File: src/rtl/nios_tester_onchip_mem_arbiter_pkg.sv
// Shared constants for the nios_tester on-chip RAM arbiter.
//   PORT_A / PORT_B : port identifiers. They also index the one-hot grant
//                     vector: bit 0 is port A and bit 1 is port B.
//   DEF_ADDR_W      : default word address width (512-word RAM).
//   DEF_DATA_W      : default data width.
//   RD_LAT          : RAM read latency in cycles, from address clocked to
//                     data valid.
package nios_tester_onchip_mem_arbiter_pkg;

    localparam logic PORT_A = 1'b0;
    localparam logic PORT_B = 1'b1;

    localparam int DEF_ADDR_W = 9;
    localparam int DEF_DATA_W = 32;
    localparam int RD_LAT     = 1;

endpackage

File: src/rtl/nios_tester_onchip_mem_arbiter_rr_arbiter_2.sv
// Two-requester round-robin arbiter with a combinational one-hot grant.
//   clk, reset : clock and synchronous active-high reset.
//   req[1:0]   : request lines, indexed by port (PORT_A = bit 0, PORT_B = bit 1).
//   grant[1:0] : one-hot grant. It is all-zero while reset is high.
// last_grant comes out of reset as PORT_B, so port A wins the first
// contention. It moves to the winner on every grant and holds while no
// port is requesting.
module rr_arbiter_2
    import nios_tester_onchip_mem_arbiter_pkg::*;
(
    input  logic       clk,
    input  logic       reset,
    input  logic [1:0] req,
    output logic [1:0] grant
);

    logic last_grant;

    always_comb begin
        grant = 2'b00;
        if (!reset) begin
            case (req)
                2'b01:   grant = 2'b01;
                2'b10:   grant = 2'b10;
                2'b11:   grant = (last_grant == PORT_B) ? 2'b01 : 2'b10;
                default: grant = 2'b00;
            endcase
        end
    end

    always_ff @(posedge clk) begin
        if (reset) begin
            last_grant <= PORT_B;
        end else if (grant != 2'b00) begin
            last_grant <= grant[1] ? PORT_B : PORT_A;
        end
    end

endmodule

File: src/rtl/nios_tester_onchip_mem_arbiter.sv
// Shares the single-port on-chip RAM of the nios_tester between two
// pipelined Avalon-MM slave ports: A (Nios) and B (test DMA / host bridge).
// At most one transfer is granted per cycle, chosen by round-robin. Read
// data is returned to its owner one cycle after the accept edge.
//   clk, reset          : single clock and synchronous active-high reset.
//   a_* / b_*           : Avalon-MM slave ports (address, byteenable, read,
//                         write, writedata, waitrequest, readdata,
//                         readdatavalid).
//   mem_*               : RAM port. mem_readdata comes back unregistered,
//                         one cycle after its address is clocked.
module nios_tester_onchip_mem_arbiter
    import nios_tester_onchip_mem_arbiter_pkg::*;
#(
    parameter int ADDR_W = DEF_ADDR_W,
    parameter int DATA_W = DEF_DATA_W
) (
    input  logic                clk,
    input  logic                reset,

    input  logic [ADDR_W-1:0]   a_address,
    input  logic [DATA_W/8-1:0] a_byteenable,
    input  logic                a_read,
    input  logic                a_write,
    input  logic [DATA_W-1:0]   a_writedata,
    output logic                a_waitrequest,
    output logic [DATA_W-1:0]   a_readdata,
    output logic                a_readdatavalid,

    input  logic [ADDR_W-1:0]   b_address,
    input  logic [DATA_W/8-1:0] b_byteenable,
    input  logic                b_read,
    input  logic                b_write,
    input  logic [DATA_W-1:0]   b_writedata,
    output logic                b_waitrequest,
    output logic [DATA_W-1:0]   b_readdata,
    output logic                b_readdatavalid,

    output logic [ADDR_W-1:0]   mem_address,
    output logic [DATA_W/8-1:0] mem_byteenable,
    output logic                mem_chipselect,
    output logic                mem_write,
    output logic [DATA_W-1:0]   mem_writedata,
    output logic                mem_clken,
    input  logic [DATA_W-1:0]   mem_readdata
);

    logic       req_a;
    logic       req_b;
    logic [1:0] grant;
    logic       grant_a;
    logic       grant_b;
    logic       accept_rd;
    logic       rd_pend;
    logic       rd_tag;

    assign req_a = a_read | a_write;
    assign req_b = b_read | b_write;

    rr_arbiter_2 u_arb (
        .clk   (clk),
        .reset (reset),
        .req   ({req_b, req_a}),
        .grant (grant)
    );

    assign grant_a = grant[PORT_A];
    assign grant_b = grant[PORT_B];

    // Both ports stall during reset. Otherwise an idle port sees
    // waitrequest low, so a new request can be taken in its first cycle.
    assign a_waitrequest = reset | (req_a & ~grant_a);
    assign b_waitrequest = reset | (req_b & ~grant_b);

    // With no grant the RAM port shows port A's address and byte lanes.
    // chipselect and write stay low, so the RAM ignores them.
    assign mem_address    = grant_b ? b_address    : a_address;
    assign mem_byteenable = grant_b ? b_byteenable : a_byteenable;
    assign mem_writedata  = grant_b ? b_writedata  : a_writedata;
    assign mem_chipselect = grant_a | grant_b;
    assign mem_write      = (grant_a & a_write) | (grant_b & b_write);
    assign mem_clken      = 1'b1;

    // A request with both read and write asserted is treated as a write.
    // It produces no read response.
    assign accept_rd = (grant_a & a_read & ~a_write) | (grant_b & b_read & ~b_write);

    always_ff @(posedge clk) begin
        if (reset) begin
            rd_pend <= 1'b0;
            rd_tag  <= PORT_A;
        end else begin
            rd_pend <= accept_rd;
            rd_tag  <= grant_b ? PORT_B : PORT_A;
        end
    end

    // The strobe alone marks ownership; both ports see the raw RAM data.
    // It is also held off while reset is high, so no stale read completes
    // into a reset.
    assign a_readdata      = mem_readdata;
    assign b_readdata      = mem_readdata;
    assign a_readdatavalid = rd_pend & (rd_tag == PORT_A) & ~reset;
    assign b_readdatavalid = rd_pend & (rd_tag == PORT_B) & ~reset;

endmodule

File: config.mk
export PLATFORM = sky130hd
export DESIGN_NAME = nios_tester_onchip_mem_arbiter
export DESIGN_NICKNAME = d
export VERILOG_FILES = /design/src/rtl/nios_tester_onchip_mem_arbiter_pkg.sv /design/src/rtl/nios_tester_onchip_mem_arbiter_rr_arbiter_2.sv /design/src/rtl/nios_tester_onchip_mem_arbiter.sv
export SDC_FILE = /design/constraint.sdc
export NUM_CORES = 1
export LEC_CHECK = 0
export BUFFER_PORTS_ARGS = -buffer_cell sky130_fd_sc_hd__buf_2
export CAP_MARGIN = 20
export CORE_AREA = 2 2 96 98
export CTS_BUF_LIST = sky130_fd_sc_hd__clkbuf_16
export DETAILED_ROUTE_END_ITERATION = 16
export DIE_AREA = 0 0 98 100
export SYNTH_ARGS = -nofsm -noshare
export SYNTH_HDL_FRONTEND = slang
export SYNTH_SLANG_ARGS = --single-unit
File: constraint.sdc
create_clock -name clk -period 4.5 [get_ports clk]
set_input_delay 0.9 -clock clk [delete_from_list [all_inputs] [get_ports clk]]
set_output_delay 0.9 -clock clk [all_outputs]
set_load 0.01 [all_outputs]
Word-level counts from Yosys, hierarchy flattened. Index checks and enable logic that the tools add are counted.

Memory bits (writable): 0. Bits in read-only memories: 0. Register bits: 3. Output and inout port bits: 116. Word-level logic and storage cells: 39. Bits in latches: 0. Input bits: 128. Memories: 0.

Magnitude comparators: 0. Reduce and logical (&&, ||, !) cells: 1. Shift operators: 0. Multipliers: 0. Equality and inequality tests: 3. Multiplexer cells: 7. Bitwise logic cells: 25. Add/sub/neg operators: 0. Div/mod/pow operators: 0.

Operators with widths (count): two-way mux 32 bit (1); bitwise AND 1 bit (12); two-way mux 9 bit (1); bitwise OR 1 bit (7); NOT 1 bit (6); one-hot mux 2 bit (3 select lines) (1); equality test 2 bit, second input constant (2); two-way mux 2 bit (2); two-way mux 4 bit (1); equality test 2 x 1 -> 1 bit, second input constant (1); nonzero test 2 bit (1); two-way mux 1 bit (1).

Depth between registers and ports, before layout. Gate-level depths: netlist of run 1.

Depth in word-level cells: 7. Depth in mapped cells: 4. Mapped depth without buffers: 3.

By module. Synthesis of run 1 repeated with hierarchy kept, for this count alone.

Cells, all modules: 139. Area total of the unflattened synthesis: 1291.2 sq um.

By module, submodules not included: nios_tester_onchip_mem_arbiter (seq. area each 40.0 sq um, times used 1, area each 1233.7 sq um, cells each 132); rr_arbiter_2 (seq. area each 20.0 sq um, times used 1, area each 57.6 sq um, cells each 7).

Worst setup path before layout of run 1. OpenSTA, ideal clock, no wires.

Kind: in2out. Start: in reset. End: out mem_address[7]. Arrival time: 2.079 ns. Cell stages on the path: 4. Slack: 1.521 ns. Required time: 3.600 ns. Path buffers: 2. Path through: clkbuf_1 > nor3_4 > buf_6 > mux2_1.

Cells in the longest elaborated chain, start to end: 2.

Ends and longest elaborated chain: from (decl) (RTL line nios_tester_onchip_mem_arbiter.sv:18) `input logic reset,`; two-way mux 2 bit (RTL line nios_tester_onchip_mem_arbiter_rr_arbiter_2.sv:21) `if (!reset) begin`; two-way mux 9 bit (RTL line nios_tester_onchip_mem_arbiter.sv:76) `assign mem_address = grant_b ? b_address : a_address;`; to (decl) (RTL line nios_tester_onchip_mem_arbiter.sv:38) `output logic [ADDR_W-1:0] mem_address,`.

No other way between the ends.

Worst setup path after layout of run 1.
Start: in a_write. End: out mem_byteenable[3].

Cells in the longest elaborated chain, start to end: 5. Elaborated cells on any way between the ends: 7. Those cells by class: eq/ne: 3; mux: 3; bitwise: 1.

Ends and longest elaborated chain: from (decl) (RTL line nios_tester_onchip_mem_arbiter.sv:23) `input logic a_write,`; bitwise OR 1 bit * (RTL line nios_tester_onchip_mem_arbiter.sv:56) `assign req_a = a_read | a_write;`; equality test 2 bit or equality test 2 x 1 -> 1 bit (tied branches) (RTL line nios_tester_onchip_mem_arbiter_rr_arbiter_2.sv:22) `case (req)`; one-hot mux 2 bit (3 select lines) * (RTL line nios_tester_onchip_mem_arbiter_rr_arbiter_2.sv:22); two-way mux 2 bit * (RTL line nios_tester_onchip_mem_arbiter_rr_arbiter_2.sv:21); two-way mux 4 bit * (RTL line nios_tester_onchip_mem_arbiter.sv:77) `assign mem_byteenable = grant_b ? b_byteenable : a_byteenable;`; to (decl) (RTL line nios_tester_onchip_mem_arbiter.sv:39) `output logic [DATA_W/8-1:0] mem_byteenable,`.

Every way passes the cells marked *; elsewhere a longest branch is shown, timed or not.

==> PnR_summary.wiki, run 1 <==
{| class="wikitable"
! Metric !! Value
|-
| Count of final max-slew check failures || 0
|-
| Layout cell share with drive strength beyond 1 || 0.874
|-
| I/O pins || 244
|-
| Number of nets in the layout || 352
|-
| Hold Crit Class || reg2reg
|-
| TritonCTS clock tree || yes
|-
| Std-Cell Core Area || 8890 um2
|-
| Clock tree sinks || 3
|-
| Number of violations reported at the end of detailed-routing iteration 0 || 12
|-
| F_max || 0.314 GHz
|-
| Half-perimeter wire length of the detailed placement result || 3730 um
|-
| Post-layout total power || 331 uW
|-
| Root buffer cell || sky130_fd_sc_hd__clkbuf_16
|-
| Setup tns final || 0 ns
|-
| Number of vias in the routed layout || 1217
|-
| Longest individual stage delay on the worst path || 0.40 ns
|-
| Final Instance Count excl. Fillers || 334
|-
| IO Port Bufs || 146
|-
| Net count of the mapped netlist || 269
|-
| Register bit count reported by yosys || 3
|-
| Setup repair bufs after CTS || 0
|-
| Post-Route Skew || 0.00220 ns
|-
| Floorplan row count || 35
|-
| Vias per cell || 3.64
|-
| Final Wtd Congestion || 0.820
|-
| Distinct cell type count after synthesis || 22
|-
| RSZ-0062 raised after global routing || no
|-
| Number of buffers inserted by hold repair at cts || 0
|-
| Effective utilization at floorplan || 0.140
|-
| Residual DRC count || 0
|-
| Final WL || 4220 um
|-
| Global-route total usage across every layer || 0.0730
|-
| Element type at the critical path start || input pin
|-
| Top library cells by usage in the layout, fill and taps aside || sky130_fd_sc_hd__buf_2 (146), sky130_fd_sc_hd__mux2_2 (43)
|-
| Maximum ir drop on the vdd rail || 0.000163 V
|-
| Inst Count DP || 330
|-
| Seq/Total Area, Yosys || 0.0482
|-
| Insertion delay to the later sink of the worst-skew pair || 0.22 ns
|-
| Initial DRT Pass Iterations || 2
|-
| Leading cell type in the layout, fill and taps excluded || sky130_fd_sc_hd__buf_2
|-
| Post-Synthesis Cells || 141
|-
| Global-route wire length before repair || 5510 um
|-
| Standby leakage power || 0.881 nW
|-
| Post-layout instance area || 1670 um2
|-
| Via count of the first global-routing pass || 1102
|-
| Mean routed wirelength per cell || 12.6 um
|-
| Routed Antenna Nets || 0
|-
| Power per cell area || 198 nW/um2
|-
| Total of max-cap violations || 0
|-
| Worst Path Class, Setup || in2out
|-
| Cell area after placement || 1590 um2
|-
| Avg Cell Area, Syn || 8.84 um2
|-
| Shortest period the worst path allows || 3.18 ns
|-
| Maximum number of pins on one net before global-route repair || 27
|-
| Post-synthesis to final-layout area growth || 34.2%
|-
| Die boundary height || 100 um
|-
| Capturing element type of the critical path || output pin
|-
| Max FO, Critical Path || 26
|-
| Final hold viol count || 0
|-
| Post-synthesis cell area || 1250 um2
|-
| Clock-pin slew reported for the worst setup and hold paths after clock tree synthesis || 0.03 ns
|-
| Antenna fix cells || 0
|-
| Cts bufs inserted || 3
|-
| Final worst path period share || 0.707
|-
| Endpoints failing setup || 0
|-
| Total Die Area || 9800 um2
|-
| Longest Clk Path Bufs || 2
|-
| Slowest stage cell, crit path || sky130_fd_sc_hd__mux2_2
|-
| Total overflow reported by the global router || 0
|-
| Area share of the leading cell type in the synthesized netlist || 0.392
|-
| Leading area contributor after synthesis || sky130_fd_sc_hd__buf_4
|-
| List of cells traversed by the critical path || buf_2 > o21a_1 > nor3_4 > buf_4 > mux2_2 > buf_2
|-
| Minimum setup slack among reg-to-reg paths || 3.39 ns
|-
| H-tree level count || 1
|-
| Leading cell types by total area after synthesis || sky130_fd_sc_hd__buf_4 (39%), sky130_fd_sc_hd__mux2_2 (39%), sky130_fd_sc_hd__dfxtp_1 (4.8%)
|-
| Most prevalent standard cell on the critical path || sky130_fd_sc_hd__buf_2
|-
| Worst EP arrival || 2.28 ns
|-
| Synth warn || 0
|-
| Antenna violations before repair || 0
|-
| Result of the run || completed
|-
| Number of gates resized after cts || 0
|-
| Die Span X || 98 um
|-
| Crit path required time || 3.60 ns
|}
==> worst max-delay path: cells and delay by family <==
| family | cells | cell delay (ns) |
|---|---|---|
| buffers and inverters | 3 | 0.63 |
| and+or+nand+nor | 1 | 0.13 |
| muxes | 1 | 0.40 |
| AOI/OAI and AO/OA | 1 | 0.22 |
==> worst paths after layout <==
path,start,to,depth (start not counted)
worst min-delay path,u_arb.last_grant,u_arb.last_grant,2
worst min register to register,u_arb.last_grant,u_arb.last_grant,2
worst max-delay path,a_write,mem_byteenable[3],6
worst max register to register,u_arb.last_grant,rd_tag,3
==> metal layers <==
layer / track usage / vias to the layer above / routed length (um)
li1: - / 580 / -
met1: 0.0998 / 519 / 1860
met2: 0.102 / 90 / 1690
met3: 0.0237 / 28 / 506
met4: 0.0363 / 0 / 163
met5: 0 / - / 0
==> logic make-up (layout without fill, tap and decap cells) <==
family	after synthesis	in the layout	share of synthesized area
multiplexers	45	45	0.407
AND/OR/NAND/NOR	11	11	0.0552
buffers and inverters	71	153	0.434
other	1	1	0.00301
flip-flops	3	3	0.0482
AO/OA/AOI/OAI	10	10	0.0532
==> synth_stat cells <==
cell,number
sky130_fd_sc_hd__mux2_2,43
sky130_fd_sc_hd__conb_1,1
sky130_fd_sc_hd__nand2_1,2
sky130_fd_sc_hd__nor3_4,1
sky130_fd_sc_hd__clkbuf_1,1
sky130_fd_sc_hd__or3_1,1
sky130_fd_sc_hd__o21bai_1,3
sky130_fd_sc_hd__o31ai_1,1
sky130_fd_sc_hd__o22ai_1,1
sky130_fd_sc_hd__nor2_1,3
sky130_fd_sc_hd__nor3_1,1
sky130_fd_sc_hd__a211oi_1,1
sky130_fd_sc_hd__dfxtp_1,3
sky130_fd_sc_hd__a21oi_1,3
sky130_fd_sc_hd__nor2b_1,1
sky130_fd_sc_hd__mux2_1,2
sky130_fd_sc_hd__buf_4,65
sky130_fd_sc_hd__and3b_1,1
sky130_fd_sc_hd__nor3b_1,1
sky130_fd_sc_hd__o21a_1,1
sky130_fd_sc_hd__inv_1,1
sky130_fd_sc_hd__buf_6,4
==> power by group <==
group / internal, mW / switching (mW) / total, mW / leakage, nW
sequential: 0.0289 / 0.00183 / 0.0308 / 0.0249
combinational: 0.0918 / 0.0723 / 0.164 / 0.813
clock: 0.114 / 0.0220 / 0.136 / 0.0423
==> metrics by stage <==
step,hold WS (ns),setup WS (ns),util
6_report,0.655,1.32,0.188
3_3_place_gp,0.641,1.34,0.179
5_1_grt,0.696,1.23,0.188
3_5_place_dp,0.644,1.28,0.179
2_1_floorplan,0.581,1.52,-
4_1_cts,0.648,1.28,0.188
==> area by class of cell <==
cell class	instances	area, um2
timing repair buffer	148	746
fill	1003	7220
sequential	3	60.1
multi-input combinational	67	646
inverter	1	3.75
clock inverter	1	3.75
tap	111	139
clock buffer	3	75.1
==> sequential cells by signal (all words and copies together), names as in the netlist <==
name              flops
rd_pend               1
rd_tag                1
u_arb.last_grant      1
Power figures use the tool's default switching activity.
==> run 2: changes to the inputs <==
Settings changed: ABC_AREA set to 1, CORE_AREA 2 2 96 98 to 2 2 93 95, DIE_AREA 0 0 98 100 to 0 0 95 97.
Clock period 4.5 ns to 2.86 ns, I/O delays scaled along.
==> run 2 against run 1 <==
Effect of this change: final area up 7.0%; routed wire length is 3.7% higher; die area is 6.0% lower; sequential power up 54%.
==> PnR_summary.wiki, run 2 <==
{| class="wikitable"
! Metric !! Value
|-
| Register bit count reported by yosys || 3 (unchanged)
|-
| Net count of the mapped netlist || 372 (was 269)
|-
| Global-route total usage across every layer || 0.0847 (was 0.0730)
|-
| Floorplan row count || 33 (was 35)
|-
| Number of vias in the routed layout || 1654 (was 1217)
|-
| Maximum number of pins on one net before global-route repair || 49 (was 27)
|-
| Worst EP arrival || 1.64 ns (was 2.28 ns)
|-
| Power per cell area || 318 nW/um2 (was 198 nW/um2)
|-
| Global-route wire length before repair || 6510 um (was 5510 um)
|-
| Result of the run || completed (unchanged)
|-
| Worst Path Class, Setup || in2out (unchanged)
|-
| Mean routed wirelength per cell || 10.3 um (was 12.6 um)
|-
| Max FO, Critical Path || 46 (was 26)
|-
| Avg Cell Area, Syn || 5.80 um2 (was 8.84 um2)
|-
| Cts bufs inserted || 3 (unchanged)
|-
| Shortest period the worst path allows || 2.22 ns
|-
| Root buffer cell || sky130_fd_sc_hd__clkbuf_16 (unchanged)
|-
| List of cells traversed by the critical path || buf_2 > nor2_2 > nor2_4 > nand2_4 > nand2_1 > nand2_1 > buf_2 (was buf_2 > o21a_1 > nor3_4 > buf_4 > mux2_2 > buf_2)
|-
| Number of buffers inserted by hold repair at cts || 0 (unchanged)
|-
| Endpoints failing setup || 0 (unchanged)
|-
| Final WL || 4380 um (was 4220 um)
|-
| Post-synthesis cell area || 1420 um2 (was 1250 um2)
|-
| I/O pins || 244 (unchanged)
|-
| Post-Route Skew || 0.00159 ns (was 0.00220 ns)
|-
| Insertion delay to the later sink of the worst-skew pair || 0.22 ns (about the same)
|-
| Number of violations reported at the end of detailed-routing iteration 0 || 29 (was 12)
|-
| Residual DRC count || 0 (unchanged)
|-
| Filler instances || 942 (was 1003)
|-
| Distinct cell type count after synthesis || 21 (was 22)
|-
| Cell area after placement || 1710 um2 (was 1590 um2)
|-
| Die boundary height || 97 um (was 100 um)
|-
| Final worst path period share || 0.775
|-
| TritonCTS clock tree || yes (unchanged)
|-
| Vias per cell || 3.91 (was 3.64)
|-
| Number of gates resized after cts || 0 (unchanged)
|-
| Element type at the critical path start || input pin (unchanged)
|-
| Total overflow reported by the global router || 0 (unchanged)
|-
| Capturing element type of the critical path || output pin (unchanged)
|-
| Std-Cell Core Area || 8130 um2 (was 8890 um2)
|-
| Setup repair bufs after CTS || 0 (unchanged)
|-
| Clock tree sinks || 3 (unchanged)
|-
| Standby leakage power || 1.15 nW (was 0.881 nW)
|-
| Cell types with the highest counts after synthesis || sky130_fd_sc_hd__nand2_1 (94), sky130_fd_sc_hd__buf_4 (67), sky130_fd_sc_hd__nand3_1 (37) (was sky130_fd_sc_hd__buf_4 (65), sky130_fd_sc_hd__mux2_2 (43), sky130_fd_sc_hd__buf_6 (4))
|-
| Share of synthesized flip-flops with an asynchronous set or reset || 0 (unchanged)
|-
| Biggest regs || rd_pend: 1 flops, rd_tag: 1 flops, u_arb.last_grant: 1 flops (unchanged)
|-
| Number of nets in the layout || 447 (was 352)
|-
| Routed Antenna Nets || 0 (unchanged)
|-
| Antenna violations before repair || 0 (unchanged)
|-
| Clock-pin slew reported for the worst setup and hold paths after clock tree synthesis || 0.03 ns (about the same)
|-
| Seq/Total Area, Yosys || 0.0424 (was 0.0482)
|-
| Hold_sp || u_arb.last_grant (unchanged)
|-
| Effective utilization at floorplan || 0.174 (was 0.140)
|-
| Synth Flop Type || sky130_fd_sc_hd__dfxtp_1 (unchanged)
|-
| RSZ-0062 raised after global routing || no (unchanged)
|-
| Area share of the leading cell type in the synthesized netlist || 0.355 (was 0.392)
|-
| Post-layout total power || 568 uW (was 331 uW)
|-
| IO Port Bufs || 146 (unchanged)
|-
| Antenna fix cells || 0 (unchanged)
|-
| Maximum ir drop on the vdd rail || 0.000268 V (was 0.000163 V)
|-
| Final Wtd Congestion || 0.700 (was 0.820)
|-
| Slowest stage cell, crit path || sky130_fd_sc_hd__nand2_4 (was sky130_fd_sc_hd__mux2_2)
|-
| F_max || 0.451 GHz
|-
| Top library cells by usage in the layout, fill and taps aside || sky130_fd_sc_hd__buf_2 (146), sky130_fd_sc_hd__nand2_1 (94), sky130_fd_sc_hd__nand3_1 (37) (was sky130_fd_sc_hd__buf_2 (146), sky130_fd_sc_hd__mux2_2 (43))
|-
| Crit path required time || 2.29 ns (was 3.60 ns)
|-
| Post-synthesis to final-layout area growth || 26.5% (was 34.2%)
|-
| Longest individual stage delay on the worst path || 0.36 ns (was 0.40 ns)
|-
| Leading area contributor after synthesis || sky130_fd_sc_hd__buf_4 (unchanged)
|-
| Via count of the first global-routing pass || 1475 (was 1102)
|-
| Post-Synthesis Cells || 244 (was 141)
|-
| H-tree level count || 1 (unchanged)
|-
| Setup tns final || 0 ns (unchanged)
|-
| Hold Crit Class || reg2reg (unchanged)
|-
| Layout cell share with drive strength beyond 1 || 0.528 (was 0.874)
|-
| Total of max-cap violations || 0 (unchanged)
|-
| Reg-to-reg startpoint || u_arb.last_grant (unchanged)
|-
| Half-perimeter wire length of the detailed placement result || 3450 um (was 3730 um)
|-
| Leading cell types by total area after synthesis || sky130_fd_sc_hd__buf_4 (36%), sky130_fd_sc_hd__nand2_1 (25%), sky130_fd_sc_hd__nand3_1 (13%) (was sky130_fd_sc_hd__buf_4 (39%), sky130_fd_sc_hd__mux2_2 (39%), sky130_fd_sc_hd__dfxtp_1 (4.8%))
|-
| Synth warn || 0 (unchanged)
|-
| Longest Clk Path Bufs || 2 (unchanged)
|-
| Most repeated cell in the gate-level netlist after synthesis || sky130_fd_sc_hd__nand2_1 (was sky130_fd_sc_hd__buf_4)
|-
| Initial DRT Pass Iterations || 4 (was 2)
|-
| Count of final max-slew check failures || 0 (unchanged)
|-
| Leading cell type in the layout, fill and taps excluded || sky130_fd_sc_hd__buf_2 (unchanged)
|-
| Total Die Area || 9220 um2 (was 9800 um2)
|-
| Critical path startpoint || b_write (was a_write)
|-
| Number of synthesized flops with an enable pin || 0 (unchanged)
|-
| Final worst hold slack || 0.521 ns (was 0.655 ns)
|-
| Die Span X || 95 um (was 98 um)
|-
| Post-layout instance area || 1790 um2 (was 1670 um2)
|-
| Final hold viol count || 0 (unchanged)
|}
[run 2: cell count changes after synthesis, sizes merged, moves of 2 or more]
cell,delta
nand2,+95
o21ai,+3
nand3,+47
o21bai,-3
mux2,-45
nor3,-2
inv,+5
a21oi,-2
buf,+10
[run 2: cell type report]
cell class / count / area [um2] / area share
multi-input cells: 156 / 732 / 0.409
repair buffers: 149 / 766 / 0.428
clock buffers: 3 / 75.1 / 0.0419
well taps: 105 / 131 / 0.0734
flip-flops and latches: 3 / 60.1 / 0.0335
inverters: 6 / 22.5 / 0.0126
clock inverters: 1 / 3.75 / 0.00210
[run 2: stage by stage]
stage | util | setup slack [ns] | instances
after floorplan | - | 1.02 | 244
after global placement | 0.210 | 0.678 | 419
after detailed placement | 0.210 | 0.634 | 419
after CTS | 0.220 | 0.635 | 423
after global routing | 0.220 | 0.491 | 423
final | 0.220 | 0.645 | 423
[run 2: report_power, final]
group | switching (mW) | total, mW | internal, mW
clock | 0.0380 | 0.218 | 0.180
sequential | 0.00184 | 0.0475 | 0.0456
combinational | 0.169 | 0.303 | 0.133
[run 2: routing by layer]
metal,global-route usage,part of all wire,up-vias
met5,0,0,-
met4,0.0557,0.049,0
met3,0.0195,0.11,30
met2,0.150,0.50,99
met1,0.0868,0.35,675
li1,-,-,850
[run 2: worst paths after layout]
path / to / cells past startpoint / slack (ns)
setup / recovery: mem_writedata[29] / 7 / 0.64
hold / removal: u_arb.last_grant / 2 / 0.52
setup reg to reg: rd_tag / 3 / 1.83
hold reg to reg: u_arb.last_grant / 2 / 0.52
[run 2: kinds of logic (layout without fill, tap and decap cells)]
kind of cell    Yosys count  count (layout)  synth area share
compound gates            5               5            0.0194
buf+inv                  85             159             0.440
simple gates            150             150             0.495
other cells               1               1           0.00265
flops                     3               3            0.0424
[run 2: worst max-delay path, delay by kind of cell]
family,cells,cell delay [ns]
buffers and inverters,2,0.24
and+or+nand+nor,5,0.81
